--- src/rtl/counter_modulo_ctrl.sv ---
// Run controller for a modulo counter: counts tck cycles modulo cfg_mod, for
// cfg_rpt periods or continuously. Configuration is staged in shadow registers.
module counter_modulo_ctrl #(
  parameter int WIDTH     = 32,
  parameter int RPT_WIDTH = 8
) (
  input  logic                 clk,
  input  logic                 rst,
  input  logic                 start,
  input  logic                 stop,
  input  logic                 tck,
  input  logic                 cfg_vld,
  output logic                 cfg_rdy,
  input  logic [WIDTH:0]       cfg_mod,
  input  logic [RPT_WIDTH-1:0] cfg_rpt,
  output logic [WIDTH-1:0]     cnt,
  output logic                 wrp,
  output logic [RPT_WIDTH-1:0] rpt,
  output logic                 busy,
  output logic                 done
);

  typedef enum logic {IDLE = 1'b0, RUN = 1'b1} state_t;

  state_t               state_q, state_d;
  logic [WIDTH-1:0]     cnt_q, cnt_d;
  logic [RPT_WIDTH-1:0] rpt_q, rpt_d;
  logic                 done_q, done_d;
  logic [WIDTH:0]       act_mod_q, act_mod_d;
  logic [RPT_WIDTH-1:0] act_rpt_q, act_rpt_d;
  logic [WIDTH:0]       sh_mod_q, sh_mod_d;
  logic [RPT_WIDTH-1:0] sh_rpt_q, sh_rpt_d;
  logic                 sh_pend_q, sh_pend_d;

  logic [WIDTH:0]       eff_mod;
  logic [WIDTH:0]       mod_m1;
  logic [RPT_WIDTH-1:0] rpt_inc;
  logic                 wrp_c;
  logic                 last_period;
  logic                 cfg_hs;
  logic                 copy;

  // Compare in WIDTH+1 bits so mod=2^WIDTH wraps at all-ones.
  assign eff_mod     = sh_pend_q ? sh_mod_q : act_mod_q;
  assign mod_m1      = act_mod_q - 1'b1;
  assign wrp_c       = (state_q == RUN) & tck & ~stop & ({1'b0, cnt_q} == mod_m1);
  assign rpt_inc     = rpt_q + 1'b1;
  assign last_period = (act_rpt_q != '0) && (rpt_inc == act_rpt_q);
  assign cfg_hs      = cfg_vld & ~sh_pend_q;

  always_comb begin
    state_d   = state_q;
    cnt_d     = cnt_q;
    rpt_d     = rpt_q;
    done_d    = 1'b0;
    act_mod_d = act_mod_q;
    act_rpt_d = act_rpt_q;
    sh_mod_d  = sh_mod_q;
    sh_rpt_d  = sh_rpt_q;
    sh_pend_d = sh_pend_q;
    copy      = 1'b0;

    case (state_q)
      IDLE: begin
        copy  = sh_pend_q;
        cnt_d = '0;
        if (start && !stop && (eff_mod != '0)) begin
          state_d = RUN;
          rpt_d   = '0;
        end
      end
      RUN: begin
        if (stop) begin
          state_d = IDLE;
          cnt_d   = '0;
        end else if (wrp_c) begin
          cnt_d = '0;
          rpt_d = rpt_inc;
          copy  = sh_pend_q;
          if (last_period) begin
            state_d = IDLE;
            done_d  = 1'b1;
          end
        end else if (tck) begin
          cnt_d = cnt_q + 1'b1;
        end
      end
      default: state_d = IDLE;
    endcase

    // copy only happens with sh_pend=1, handshake only with sh_pend=0
    if (copy) begin
      act_mod_d = sh_mod_q;
      act_rpt_d = sh_rpt_q;
      sh_pend_d = 1'b0;
    end
    if (cfg_hs) begin
      sh_mod_d  = cfg_mod;
      sh_rpt_d  = cfg_rpt;
      sh_pend_d = 1'b1;
    end
  end

  always_ff @(posedge clk or posedge rst) begin
    if (rst) begin
      state_q   <= IDLE;
      cnt_q     <= '0;
      rpt_q     <= '0;
      done_q    <= 1'b0;
      act_mod_q <= '0;
      act_rpt_q <= '0;
      sh_mod_q  <= '0;
      sh_rpt_q  <= '0;
      sh_pend_q <= 1'b0;
    end else begin
      state_q   <= state_d;
      cnt_q     <= cnt_d;
      rpt_q     <= rpt_d;
      done_q    <= done_d;
      act_mod_q <= act_mod_d;
      act_rpt_q <= act_rpt_d;
      sh_mod_q  <= sh_mod_d;
      sh_rpt_q  <= sh_rpt_d;
      sh_pend_q <= sh_pend_d;
    end
  end

  assign cfg_rdy = ~sh_pend_q;
  assign cnt     = cnt_q;
  assign wrp     = wrp_c;
  assign rpt     = rpt_q;
  assign busy    = (state_q == RUN);
  assign done    = done_q;

endmodule

--- config.mk ---
export PLATFORM = sky130hd
export DESIGN_NAME = counter_modulo_ctrl
export DESIGN_NICKNAME = d
export VERILOG_FILES = /design/src/rtl/counter_modulo_ctrl.sv
export SDC_FILE = /design/constraint.sdc
export NUM_CORES = 1
export LEC_CHECK = 0
export CORE_UTILIZATION = 55
export CTS_CLUSTER_DIAMETER = 40
export DETAILED_ROUTE_END_ITERATION = 12
export DONT_BUFFER_PORTS = 1
export GPL_TIMING_DRIVEN = 0
export PLACE_DENSITY = 0.7
export SLEW_MARGIN = 0
export SYNTH_ARGS = -nofsm -noshare
export SYNTH_HDL_FRONTEND = slang
export SYNTH_SLANG_ARGS = --single-unit
--- constraint.sdc ---
create_clock -name clk -period 9.15 [get_ports clk]
set_input_delay 1.83 -clock clk [delete_from_list [all_inputs] [get_ports clk]]
set_output_delay 1.83 -clock clk [all_outputs]
set_load 0.01 [all_outputs]
# Yosys cells after proc, flatten, opt, wreduce, memory -nomap -nowiden
# Index checks and enable logic that the tools add are counted.
# word_totals
reg_bits,125
latchBits,0
ramBits,0
mem_bits_ro,0
input_bits,47
out_inout_bits,44
word_cells,56
mem_count,0
# classes
addsub,3
mul,0
div,0
n_lt_le_gt_ge,0
eq_ne,6
n_shift,0
n_mux,23
bitwise_logic,7
reduce_logical,8
# ops
operator,count
$mux W32,3
$pmux W32 S2,1
$eq A32 B33 Y1,1
$mux W33,1
$reduce_bool A33 Y1,1
$sub A33 B1 Y33 const B,1
$add A32 B1 Y32 const B,1
$mux W8,3
$pmux W8 S2,1
$mux W1,12
$add A8 B1 Y8 const B,1
$eq A8 B8 Y1,1
$reduce_bool A8 Y1,1
$ne A2 B2 Y1 const B,3
$and A1 B1 Y1,4
$ne A4 B4 Y1 const B,1
$pmux W1 S2,2
$logic_and A1 B1 Y1,3
$not A1 Y1,3
$reduce_and A3 Y1,1
$reduce_bool A2 Y1,1
$logic_not A1 Y1,1

# Logic depth before layout (Yosys ltp)
# logic_depth
depth_word,8
ltp_mapped,13
ltp_nobuf,10

# Least setup slack after synthesis
# OpenSTA, ideal clock, no wires.
# synth_timing
path_type,input-to-output
start,in stop
end,out wrp
t_arrival_ps,3185
required_time_ps,7320
slack_ps,4135
stages,8
n_path_buf,1
path_cell_list,nor2b_1 clkbuf_1 nand3_1 a211oi_1 nor2b_1 nand4_1 or2_2 nor3_1
# synth_between
elab_chain_cells,3
# synth_lines
item,line,source
start: declaration,10,"input logic stop,"
$not A1 Y1,46,"assign wrp_c = (state_q == RUN) & tck & ~stop & ({1'b0, cnt_q} == mod_m1);"
$and A1 B1 Y1 (2 in a row),46,
end: declaration,17,"output logic wrp,"
# Every way passes these cells.

# Worst setup path after layout
# layout_timing
start,reg act_mod_q[6]
end,out wrp
# layout_between
elab_chain_cells,3
# layout_lines
item,line,source
start: declaration,29,"logic [WIDTH:0] act_mod_q, act_mod_d;"
start signal: assignment,120,act_mod_q <= act_mod_d;
$sub A33 B1 Y33,45,assign mod_m1 = act_mod_q - 1'b1;
$eq A32 B33 Y1,46,
$and A1 B1 Y1,46,
# Every way passes these cells.

==> results_dict.tcl <==
set metrics [dict create \
    cts_tree "built" \
    grt_pass1_wl_um 28040 \
    p_leak_nw 2.983 \
    post-route-period-util 0.6265 \
    max-vdd-ir-drop_uv 189.3 \
    pwr-share-comb 0.246 \
    power_report.internal_total_mw 1.350 \
    grt_pass1_vias 5340 \
    wl_per_cell_um 20.14 \
    synth_area_leader_cell "dfrtp_1" \
    synth_flop_cell "dfrtp_1" \
    seq_power_share 0.422 \
    finalPower_mw 2.019 \
    worstPathRequired_ps 7320 \
    arrival_ps 3900 \
    reg2reg_from "act_mod_q[3]" \
    post-route-util 0.6379 \
    critPathBufInv 0 \
    synthAdderAreaFrac 0.005421 \
    synthXorXnorAreaFrac 0.06776 \
    worst_pin_slew_ps 714.7 \
    drv_slew 0 \
    synth_top_cells_by_area "dfrtp_1, mux2_2, nand4_1, xnor2_1, nand2_1" \
    cp_slowest_cell "nor4_2" \
    regToRegSetupSlack_ps 5030 \
    power_density_nw_per_um2 260.3 \
    dr.pass1.iters 8 \
    synth_compound_area_frac 0.09469 \
    die-area_um2 13040 \
    fmax_ghz 0.1744 \
    syn-instance-count 665 \
    startpoint_type "flip-flop" \
    setup_violations 0 \
    crit_chain "nor4_2 -> nand4_1 -> or3_1 -> a221oi_1 -> or3b_2 -> a211o_1 -> nor3_1" \
    rr_worst_depth 10 \
    setup.worst_path.end_class "output pin" \
    grt_max_degree 71 \
    cts.sinks 125 \
    rsz0062_at_grt "false" \
    reg2reg_to "act_mod_q[27]" \
    hold-worst-slack_ps 507.5 \
    synth.cell_area_um2 6924 \
    post_cts_resized 0 \
    die_w_um 114.2 \
    grt_overflow_total 0 \
    drcViolationCount 0 \
    synth_top_family_by_area "simple AND/OR/NAND/NOR gates" \
    hold_depth 1 \
    worstHoldEndpoint "act_rpt_q[5]" \
    dp_hpwl_um 12990 \
    antenna_left 0 \
    clkLatencyLatePin_ps 430 \
    place_congestion 0.9115 \
    cts_buffers 17 \
    htree_levels 4 \
    ys_types 64 \
    io_pins 91 \
    drtIter0Drc 475 \
    grt_use_total 0.2835 \
    fin_area_um2 7757 \
    period_needed_ps 5732 \
    drt-vias-per-instance 6.324 \
    cpPeakStageDelay_ps 700 \
    final_nets 735 \
    synth-async-reset-ratio 1.000 \
    rows 40 \
    antenna_cells 0 \
    hold_viol 0 \
    tns_ps 0 \
    drt-total-wl_um 17440 \
    portBuffers 0 \
    final_cells 866 \
    synth_simple_gate_area_frac 0.2098 \
    synth_edf_count 0 \
    avgSynthCellArea_um2 10.41 \
    place_ws_ps 3705 \
    root_buffer "clkbuf_16" \
    core_area_um2 12160 \
    switching_share 0.3313 \
    post_cts_buffers 0 \
    placed_cell_area_um2 7167 \
    synth_seq_area_share 0.4518 \
    hold_class "reg2reg" \
    fin_ws_ps 3418 \
    clock_power_share 0.333 \
    clk_path_buf_depth 2 \
    criticalPathCategory "reg2out" \
    ys_seq_elements 125 \
    start_util 0.5693 \
    ys_warn_count 0 \
    drv_cap 0 \
    dieHeight_um 114.2 \
    via_count 5477 \
    status "finished, final reports clean" \
    synth_top_area_frac 0.4518 \
    antenna_found_initial 0 \
    dp_cells 834 \
    clkSlewWorstSetupHoldPaths_ps 60 \
    fillers 957 \
    postCtsHoldBufs 0 \
    skew_ps 9.372 \
    synthMuxAreaShare 0.1348 \
    switching_power_uw 669.1 \
    critical_path.top_delay_family "simple AND/OR/NAND/NOR gates" \
    syn2layout_area_growth_pct 12.03 \
    path_max_fanout 9 \
    slew_headroom 0.5196 \
    drive_gt1_frac 0.2092 \
    synth_nets 715 \
    min-delay-start "sh_rpt_q[5]" \
]
## worst reg2reg max path, delay by kind of cell, from the launching register on
family	cells	cell delay (ps)
buffers and inverters	2	520
AOI/OAI and AO/OA	4	1150
muxes	1	360
and+or+nand+nor	3	1500
DFF	1	460
## power by group through the flow
stage / Sequential [mW] / Clock, mW / Combinational [mW]
finish: 0.851 / 0.672 / 0.496
global route: 0.872 / 0.706 / 0.541
CTS: 0.848 / 0.679 / 0.494
detailed placement: 0.857 / 0 / 0.487
global placement: 0.847 / 0 / 0.468
floorplan: 0.797 / 0 / 0.412
## how the worst max path moves through the flow
stage / from / endpoint / slack (ps) / cells after the start
6_report: act_mod_q[6] / wrp / 3420 / 7
5_1_grt: act_mod_q[3] / wrp / 3230 / 8
4_1_cts: act_mod_q[3] / wrp / 3450 / 8
3_5_place_dp: stop / wrp / 3700 / 8
3_3_place_gp: rst / cnt[21] / 2880 / 1
2_1_floorplan: rst / act_mod_q[0] / 3990 / 1
## final cells by class
class                      count  area (µm²)  share of cell area
timing repair buffer           1       27.53            0.003548
clock buffer                  17       425.4             0.05484
sequential                   125        3128              0.4032
clock inverter                15       165.2             0.02129
buffer                        42       206.4             0.02661
inverter                      11       46.29            0.005968
tap                          168       210.2             0.02710
multi-input combinational    487        3548              0.4574
## Yosys cell counts, types with 11 or more instances
master,instances
nand3_1,31
nor3_1,19
mux2_2,80
nor2_1,25
nand2_1,58
nand4_1,47
clkbuf_1,25
xnor2_1,28
xor2_1,23
o21ai_0,14
inv_1,11
o311ai_0,21
nor4_1,17
dfrtp_1,125
## layer usage
layer	vias up	share of wire	wire [µm]	global-route usage
li1	2561	-	-	-
met1	2677	0.45	7859	0.3941
met2	203	0.46	8000	0.4311
met3	36	0.071	1234	0.06829
met4	0	0.020	343	0.1056
met5	-	0	0	0
## logic make-up after synthesis
family / count (synthesis)
muxes: 83
DFF: 125
adders and majority gates: 3
and+or+nand+nor: 263
xor gates and xnor gates: 52
AOI/OAI and AO/OA: 86
buffers and inverters: 53
## state kept, by name (all words and copies together) (netlist names)
register / flops
act_mod_q: 33
act_rpt_q: 8
busy: 1
cnt: 32
done: 1
rpt: 8
sh_mod_q: 33
sh_pend_q: 1
sh_rpt_q: 8
## layout by cell type (no fill, tap or decap), types with 3 or more instances in the layout
cell type / synthesis / routed
a31oi_1: 3 / 3
clkbuf_1: 25 / 25
nand2_1: 58 / 58
dfrtp_1: 125 / 125
buf_6: 5 / 5
a22oi_1: 3 / 3
or2_2: 8 / 8
a21o_1: 6 / 6
o22ai_1: 3 / 3
inv_1: 11 / 10
inv_6: 0 / 4
clkinvlp_4: 0 / 3
nand4_1: 47 / 47
ha_1: 3 / 3
or3_1: 6 / 6
nor2_1: 25 / 25
xnor2_1: 28 / 28
clkinv_4: 0 / 4
o311ai_0: 21 / 21
o31ai_1: 4 / 4
buf_1: 3 / 3
and4_1: 10 / 10
nor3b_1: 3 / 3
and3_1: 8 / 8
xor2_1: 23 / 23
o21ai_0: 14 / 14
mux2_2: 80 / 80
clkbuf_16: 0 / 17
nand3_1: 31 / 31
nor3_1: 19 / 19
nor4_1: 17 / 17
or4_1: 4 / 4
nand2b_1: 6 / 6
buf_2: 9 / 9
nor2b_1: 7 / 7
a21oi_1: 7 / 7
Power figures use the tool's default switching activity.
